===== src/rtl/debug_display_pkg.sv =====
// Shared encodings, default display words and the channel-search helper
// for the debug display sequencer.
package debug_display_pkg;

  // Raw encoding of the mode switches
  typedef enum logic [1:0] {
    MODE_BLANK  = 2'd0,
    MODE_MANUAL = 2'd1,
    MODE_SCAN   = 2'd2,
    MODE_RSVD   = 2'd3
  } mode_e;

  // Internal display state; the reserved mode collapses onto BLANK
  typedef enum logic [1:0] {
    ST_BLANK,
    ST_MANUAL,
    ST_SCAN
  } state_e;

  localparam int          MAX_CH          = 64;
  localparam int          CH_IW           = 6;
  localparam logic [31:0] DEF_BLANK_VALUE = 32'h0000_0FF0;
  localparam logic [31:0] DEF_ERROR_VALUE = 32'h0000_DEDE;

  // First implemented channel strictly above cur, wrapping modulo num_ch.
  // Returns cur when nothing else is implemented (including impl == 0).
  function automatic logic [CH_IW-1:0] next_impl_ch(input logic [MAX_CH-1:0] impl,
                                                    input logic [CH_IW-1:0]  cur,
                                                    input int                num_ch);
    logic [CH_IW-1:0] r;
    logic             found;
    int               idx;
    r     = cur;
    found = 1'b0;
    for (int d = 1; d <= MAX_CH; d++) begin
      if (!found && d <= num_ch) begin
        idx = (int'(cur) + d) % num_ch;
        if (impl[idx]) begin
          r     = CH_IW'(idx);
          found = 1'b1;
        end
      end
    end
    return r;
  endfunction

endpackage


===== src/rtl/debug_display_sequencer_button.sv =====
// Pushbutton conditioner: 2-flop synchroniser followed by a falling-edge
// detector. Flops reset to the released level so reset never fires a pulse.
module button_edge_sync (
  input  logic clk_i,
  input  logic rst_ni,
  input  logic btn_ni,
  output logic pulse_o
);

  logic s1_q, s2_q, s3_q;

  // Synchronise the raw pin and keep one extra stage for edge detection
  always_ff @(posedge clk_i or negedge rst_ni) begin
    if (!rst_ni) begin
      s1_q <= 1'b1;
      s2_q <= 1'b1;
      s3_q <= 1'b1;
    end else begin
      s1_q <= btn_ni;
      s2_q <= s1_q;
      s3_q <= s2_q;
    end
  end

  // One-cycle pulse on the press (high-to-low) transition
  assign pulse_o = s3_q & ~s2_q;

endmodule


===== src/rtl/debug_display_sequencer.sv =====
// Debug display sequencer: chooses one debug channel (manual, timed scan or
// blank) for the hex display, with a pushbutton freeze and scan step.
module debug_display_sequencer
  import debug_display_pkg::*;
#(
  parameter int                NUM_CH       = 32,
  parameter int                DATA_W       = 32,
  parameter int                SEL_W        = 6,
  parameter int                DWELL_CYCLES = 50000000,
  parameter logic [DATA_W-1:0] BLANK_VALUE  = DATA_W'(DEF_BLANK_VALUE),
  parameter logic [DATA_W-1:0] ERROR_VALUE  = DATA_W'(DEF_ERROR_VALUE)
) (
  input  logic                     Clock_i,
  input  logic                     Resetn_i,
  input  logic [NUM_CH*DATA_W-1:0] ch_data_i,
  input  logic [NUM_CH-1:0]        ch_impl_i,
  input  logic [1:0]               mode_i,
  input  logic [SEL_W-1:0]         sel_i,
  input  logic                     step_n_i,
  input  logic                     freeze_n_i,
  output logic [DATA_W-1:0]        display_data_o,
  output logic [SEL_W-1:0]         display_ch_o,
  output logic                     display_err_o,
  output logic                     frozen_o
);

  localparam int               CNT_W      = $clog2(DWELL_CYCLES);
  localparam logic [CNT_W-1:0] DWELL_LAST = CNT_W'(DWELL_CYCLES - 1);

  state_e             state_q, state_d;
  logic               frozen_q, frozen_d;
  logic [CH_IW-1:0]   scan_ch_q, scan_ch_d;
  logic [CNT_W-1:0]   dwell_q, dwell_d;
  logic [DATA_W-1:0]  display_data_q, display_data_d;
  logic [SEL_W-1:0]   display_ch_q, display_ch_d;
  logic               display_err_q, display_err_d;

  logic               step_p, freeze_p, mode_chg, sel_ok;
  logic [MAX_CH-1:0]  impl_ext;
  int                 sel_idx;

  button_edge_sync u_step (
    .clk_i  (Clock_i),
    .rst_ni (Resetn_i),
    .btn_ni (step_n_i),
    .pulse_o(step_p)
  );

  button_edge_sync u_freeze (
    .clk_i  (Clock_i),
    .rst_ni (Resetn_i),
    .btn_ni (freeze_n_i),
    .pulse_o(freeze_p)
  );

  assign impl_ext = MAX_CH'(ch_impl_i);
  assign mode_chg = (state_d != state_q);
  assign sel_ok   = (int'(sel_i) < NUM_CH) && impl_ext[CH_IW'(sel_i)];
  assign sel_idx  = sel_ok ? int'(sel_i) : 0;

  // Mode decode: state follows the switches every cycle
  always_comb begin
    state_d = ST_BLANK;
    case (mode_e'(mode_i))
      MODE_MANUAL: state_d = ST_MANUAL;
      MODE_SCAN:   state_d = ST_SCAN;
      default:     state_d = ST_BLANK;
    endcase
  end

  // Freeze toggle, scan advance and next display word; all held while frozen
  always_comb begin
    frozen_d       = frozen_q;
    scan_ch_d      = scan_ch_q;
    dwell_d        = dwell_q;
    display_data_d = display_data_q;
    display_ch_d   = display_ch_q;
    display_err_d  = display_err_q;

    if (mode_chg)      frozen_d = 1'b0;
    else if (freeze_p) frozen_d = ~frozen_q;

    if (!frozen_d) begin
      // Counter only runs while staying in scan; entering scan restarts it
      dwell_d = '0;
      if (state_d == ST_SCAN && state_q == ST_SCAN) begin
        if (step_p || dwell_q == DWELL_LAST)
          scan_ch_d = next_impl_ch(impl_ext, scan_ch_q, NUM_CH);
        else
          dwell_d = dwell_q + 1'b1;
      end

      display_data_d = ERROR_VALUE;
      display_ch_d   = '0;
      display_err_d  = 1'b1;
      case (state_d)
        ST_MANUAL: if (sel_ok) begin
          display_data_d = ch_data_i[sel_idx*DATA_W +: DATA_W];
          display_ch_d   = sel_i;
          display_err_d  = 1'b0;
        end
        ST_SCAN: if (impl_ext[scan_ch_d]) begin
          display_data_d = ch_data_i[int'(scan_ch_d)*DATA_W +: DATA_W];
          display_ch_d   = SEL_W'(scan_ch_d);
          display_err_d  = 1'b0;
        end
        default: begin
          display_data_d = BLANK_VALUE;
          display_err_d  = 1'b0;
        end
      endcase
    end
  end

  // State and display registers
  always_ff @(posedge Clock_i or negedge Resetn_i) begin
    if (!Resetn_i) begin
      state_q        <= ST_BLANK;
      frozen_q       <= 1'b0;
      scan_ch_q      <= '0;
      dwell_q        <= '0;
      display_data_q <= BLANK_VALUE;
      display_ch_q   <= '0;
      display_err_q  <= 1'b0;
    end else begin
      state_q        <= state_d;
      frozen_q       <= frozen_d;
      scan_ch_q      <= scan_ch_d;
      dwell_q        <= dwell_d;
      display_data_q <= display_data_d;
      display_ch_q   <= display_ch_d;
      display_err_q  <= display_err_d;
    end
  end

  assign display_data_o = display_data_q;
  assign display_ch_o   = display_ch_q;
  assign display_err_o  = display_err_q;
  assign frozen_o       = frozen_q;

endmodule

===== config.mk =====
export PLATFORM = sky130hd
export DESIGN_NAME = debug_display_sequencer
export DESIGN_NICKNAME = d
export VERILOG_FILES = /design/src/rtl/debug_display_pkg.sv /design/src/rtl/debug_display_sequencer_button.sv /design/src/rtl/debug_display_sequencer.sv
export SDC_FILE = /design/constraint.sdc
export NUM_CORES = 2
export LEC_CHECK = 0
export BUFFER_PORTS_ARGS = -buffer_cell sky130_fd_sc_hd__buf_2
export CAP_MARGIN = 20
export CELL_PAD_IN_SITES_DETAIL_PLACEMENT = 1
export CELL_PAD_IN_SITES_GLOBAL_PLACEMENT = 1
export CORE_AREA = 3 3 435 437
export CTS_CLUSTER_DIAMETER = 60
export DETAILED_ROUTE_END_ITERATION = 8
export DIE_AREA = 0 0 438 440
export PLACE_DENSITY = 0.48
export SKIP_CTS_REPAIR_TIMING = 1
export SLEW_MARGIN = 30
export SYNTH_ARGS = -nofsm -noshare
export SYNTH_HDL_FRONTEND = slang
export SYNTH_SLANG_ARGS = --single-unit
export TNS_END_PERCENT = 50

===== constraint.sdc =====
create_clock -name Clock_i -period 12 [get_ports Clock_i]
set_input_delay 3.6 -clock Clock_i [delete_from_list [all_inputs] [get_ports Clock_i]]
set_output_delay 3.6 -clock Clock_i [all_outputs]
set_load 0.005 [all_outputs]

* After elaboration in Yosys (flattened, before gate mapping) *
Index checks and enable logic that the tools add are counted.

cells by class
  $add $sub $neg = 33
  $lt $le $gt $ge = 35
  equality and inequality tests = 7
  shift operators = 2
  multiplexer cells = 392
  bitwise logic cells = 37
  reduce and logical (&&, ||, !) cells = 35

operators by type and width
  cell                                                                           number
  1024-bit by 12-bit variable part select with 32-bit output                     2
  6-bit two-way mux                                                              126
  6-bit by 8-bit less-than comparator with 1-bit output (second input constant)  32
  1-bit two-way mux                                                              224
  1-bit binary-select mux with 6-bit select                                      34
  5-bit OR reduction                                                             32
  5-bit adder (second input constant)                                            16
  32-bit two-way mux                                                             2
  32-bit case mux with 2 select lines                                            1
  26-bit two-way mux                                                             2
  5-bit by 4-bit adder with 5-bit output (second input constant)                 8
  1-bit bitwise AND (first input constant)                                       32
  26-bit by 1-bit adder with 26-bit output (second input constant)               1
  26-bit == test (second input constant)                                         1
  5-bit by 3-bit adder with 5-bit output (second input constant)                 4
  6-bit by 7-bit less-than comparator with 1-bit output (second input constant)  2
  6-bit case mux with 2 select lines                                             1
  5-bit by 1-bit adder with 5-bit output (second input constant)                 2
  5-bit by 2-bit adder with 5-bit output (second input constant)                 2
  2-bit == test (second input constant)                                          3
  6-bit less-than comparator (second input constant)                             1
  2-bit by 1-bit == test with 1-bit output (second input constant)               2
  2-bit case mux with 2 select lines                                             1
  1-bit NOT                                                                      3
  5 further kinds                                                                7

storage, ports and cells
  flip-flop bits (word level) = 80
  bits of input ports = 1068
  output and inout port bits = 40
  logic and storage cells = 554

* Depth between registers and ports, before layout *
  word-level depth = 141
  depth in mapped cells = 32
  mapped depth without buffers = 18

* Hierarchy *
From an unflattened synthesis, not the netlist that was laid out.

second synthesis, totals
  cell total of the unflattened synthesis = 4781
  area, all modules = 31910.6 µm²

by module, submodules not included
  module                   instances  cells each  area an instance (µm²)  sequential area each (µm²)
  debug_display_sequencer  1          4773        31725.4                 1861.8
  button_edge_sync         2          4           92.6                    78.8

* Least setup slack after synthesis *
Ideal clock, no wire load.

  path type = input to register
  from = input port ch_impl_i[9]
  to = register display_data_q[13], in the netlist display_data_o[13]
  library setup time = 0.103 ns
  arrival time = 8.245 ns
  required time = 11.897 ns
  slack = 3.652 ns
  cell stages on the path = 21
  buffers on the path = 7
  path through = clkbuf_1 -> mux2i_1 -> mux2_1 -> a211o_1 -> mux4_2 -> and3_1 -> buf_2 -> and3_1 -> buf_2 -> and4_4 -> or4_4 -> o31ai_4 -> xnor2_4 -> buf_6 -> buf_4 -> buf_4 -> buf_2 -> nand2_1 -> a311oi_1 -> a211oi_1 -> o41ai_2

between the ends
  word-level cells in the longest chain between the ends = 138
  elaborated cells between the ends (all ways) = 384
  those cells by class = shift: 2; mux: 381; reduce/logical: 1

ends and longest elaborated chain
  element                                                                                              RTL line                        RTL
  from (decl)                                                                                          debug_display_sequencer.sv:16   input logic [NUM_CH-1:0] ch_impl_i,
  parallel branches: the longest is 137 deep, another holds 1-bit binary-select mux with 6-bit select  --
  32-bit case mux with 2 select lines (*)                                                              debug_display_sequencer.sv:96   case (state_d)
  to (signal assigned)                                                                                 debug_display_sequencer.sv:130  display_data_q <= display_data_d;
  to (decl)                                                                                            debug_display_sequencer.sv:34   logic [DATA_W-1:0] display_data_q, display_data_d;

Every way passes the cells marked *. The select of a mux whose other input is x is not followed.
A chain may end at the register's enable or synchronous reset.

* Worst setup path after layout *
  from = input port ch_impl_i[19]
  to = register display_data_q[30], in the netlist display_data_o[30]

Same word-level chain as after synthesis.

==> impl_metrics.ini <==
[detailed_routing]
drc_errors = 0
via_per_inst = 5.640
firstDrtPassIters = 5
dr_total_vias = 46080
routed_wl_microns = 299800
wl_per_cell_microns = 36.69
antenna_left = 0
drtIter0Drc = 5201

[global_route]
gr-total-overflow = 0
grt_pass1_vias = 44350
antenna_found_initial = 254
met3_usage_pct = 6.535
grt-busiest-layer = met2
grt_max_degree = 148
grt_first_pass_wirelength_microns = 394900
grt_use_total_pct = 29.32
grtUsageMet1_pct = 36.18
use_met2_pct = 48.32

[outcome]
status = finished clean

[synth]
yosysSeqAreaShare_pct = 6.405
async_flop_share_pct = 100.0
syn_nets = 5848
yosys.cell_count.top_type = nand2_1
yosys_warnings = 0
netlist-cell-type-count = 116
yosysTopAreaCellShare_pct = 14.44
synthTopCellsByArea = nand2_1, mux2i_1, mux4_2, dfrtp_1, nand3_1
synth_commonest_cells = nand2_1, mux2i_1, clkbuf_1
synth_top_area_cell = nand2_1
syn_area_sq_um = 31530
syn_area_per_cell_sq_um = 6.618
synthCells = 4764
synthFlopType = dfrtp_1
synth_edf_count = 0
ys_ff_latch = 80

[placement]
gp_congestion = 0.9704
io_buffers = 1107
hpwl_microns = 239900

[timing]
setup_viol = 0
slew_headroom_pct = 26.09
rsz0062_at_grt = no
fin_crit_ns = 10.78
holdWs_ns = 0.3672
hold_viol_final = 0
finalMaxSlewViolations = 0
fin_setup_tns_ns = 0
fin_crit_sh_pct = 89.85
worst_slew_pin_slew_ns = 1.081
fmax_ghz = 0.09274
fin_skew_ns = 0.02644

[clock_tree]
htree_num_levels = 3
cts_buffers = 9
cts.clk_slew.worst_paths_ns = 0.10
cts_tree = done
insertion_delay_ns = 0.42
clock_path_buffers = 2
clock_sinks = 80
root_buffer = clkbuf_16

[worst_setup_path]
worstSetupPathType = in2reg
crit_fanout = 32
crit_arrival_ns = 11.05
cp_slowest_cell = nor2_1
cp-end-kind = register
crit_required_ns = 12.27
crit_chain = buf_2, mux4_2, mux4_2, mux2i_1, and3_1, nand3_1, nor2_1, a221o_1, nor3_1, a211oi_1, a21o_2, buf_4, nand3_1, o22a_1, nand4b_4, o21ai_1
cpPeakStageDelay_ns = 0.91
startpoint_type = primary input

[power]
p_leak_nw = 17.47
powerDensity_nw_per_um2 = 215.6
ir_drop_mv = 0.1781

[final_layout]
fin_nets = 6606
syn2layout_area_growth_pct = 26.82
fillers = 23280
multi_input_area_sq_um = 27290
ff_latch_area_sq_um = 2024
drive_above_1_share_pct = 28.41

[die]
core_area_sq_um = 185400
fp.dieH_microns = 440
dieArea_sq_um = 192700
ios = 1108
start_util_pct = 17.00
placementRows = 158
dieWidth_microns = 438

[job]
cap_viol_max_count = 0

[min_path]
hp-class = reg2reg
-- cell type report --
cell class,count,area share [%]
Tap cell,2480,7.760
Antenna cell,163,1.020
Clock inverter,7,0.2660
Inverter,43,0.4224
Clock buffer,9,0.5632
Multi-Input combinational cell,4158,68.25
Timing Repair Buffer,1230,16.65
Sequential cell,80,5.063
-- state kept, by name (all words and copies together) (netlist names) --
register and flops:
u_freeze.s1_q 1, u_step.s2_q 1, state_q 2, u_freeze.s2_q 1
scan_ch_q 6, display_data_o 32, u_freeze.s3_q 1, u_step.s3_q 1
frozen_o 1, dwell_q 26, display_err_o 1, u_step.s1_q 1
display_ch_o 6
-- power breakdown --
| group | leakage [nW] | internal (mW) | switching [mW] |
|---|---|---|---|
| sequential | 1.04 | 0.321 | 0.107 |
| combinational | 16.3 | 2.44 | 5.39 |
| clock | 0.164 | 0.188 | 0.173 |
| total | 17.5 | 2.95 | 5.67 |
-- per-layer routing --
layer | vias to the layer above | share of wire (%) | wire, microns
li1 | 19530 | - | -
met1 | 23520 | 40 | 119100
met2 | 2377 | 47 | 141300
met3 | 564 | 8.0 | 24060
met4 | 90 | 4.9 | 14730
met5 | - | 0.19 | 567
-- cells by family after synthesis --
kind of cell / synth area share [%]
multiplexers: 24.57
buffers and inverters: 7.715
XOR/XNOR: 1.512
AND/OR/NAND/NOR: 31.90
adder cells (fa/ha/maj): 0.6349
AO/OA/AOI/OAI: 27.26
flip-flops: 6.405
-- critical path: cells and delay by family --
kind                   cells  cell delay [ns]
and+or+nand+nor            6             3.10
AOI/OAI and AO/OA          5             1.88
muxes                      3             1.64
buffers and inverters      2             0.71
-- stage by stage --
stage                     setup slack, ns  utilization (%)  std cells  area [sq um]  power (mW)
after global routing               0.9524            21.49       8118         39860       9.035
after CTS                           1.298            21.33       8007         39550       8.517
final                               1.218            21.56       8170         39990       8.619
after global placement             0.6871            21.11       7986         39150       8.128
after detailed placement           0.8643            21.15       7991         39220       8.112
after floorplan                     3.652                -       4764         31530       5.015
-- final timing paths --
| check | start | end | slack, ns | cells after the start |
|---|---|---|---|---|
| worst min-delay path | u_freeze.s1_q | u_freeze.s2_q | 0.37 | 0 |
| worst max-delay path | ch_impl_i[19] | display_data_o[30] | 1.22 | 16 |
| min in group asynchronous | Resetn_i | display_ch_o[5] | 3.17 | 1 |
| max in group asynchronous | Resetn_i | scan_ch_q[3] | 7.65 | 2 |
| worst max register to register | scan_ch_q[1] | display_data_o[30] | 2.32 | 20 |
| worst min register to register | u_freeze.s1_q | u_freeze.s2_q | 0.37 | 0 |
-- layout by cell type, fill, tap and decap left out, drive strengths merged, types with 12 or more instances in the layout --
| cell type | n |
|---|---|
| a211o | 64 |
| buf | 1230 |
| a311oi | 134 |
| nand2 | 1214 |
| mux2i | 406 |
| dfrtp | 66 |
| dfstp | 14 |
| o221ai | 15 |
| o22ai | 85 |
| nand4 | 43 |
| a221oi | 63 |
| xor2 | 19 |
| a31oi | 139 |
| a22oi | 36 |
| xnor2 | 29 |
| a221o | 22 |
| and2 | 17 |
| mux2 | 112 |
| o31ai | 15 |
| inv | 45 |
| o32ai | 21 |
| nand3 | 292 |
| a21oi | 179 |
| o311ai | 21 |
| a211oi | 83 |
| o211ai | 45 |
| nor2b | 64 |
| nor3 | 49 |
| and3 | 198 |
| diode | 163 |
| ha | 16 |
| o21ai | 208 |
| nand2b | 12 |
| nor2 | 296 |
| nor4 | 22 |
| mux4 | 107 |
Power figures use the tool's default switching activity.
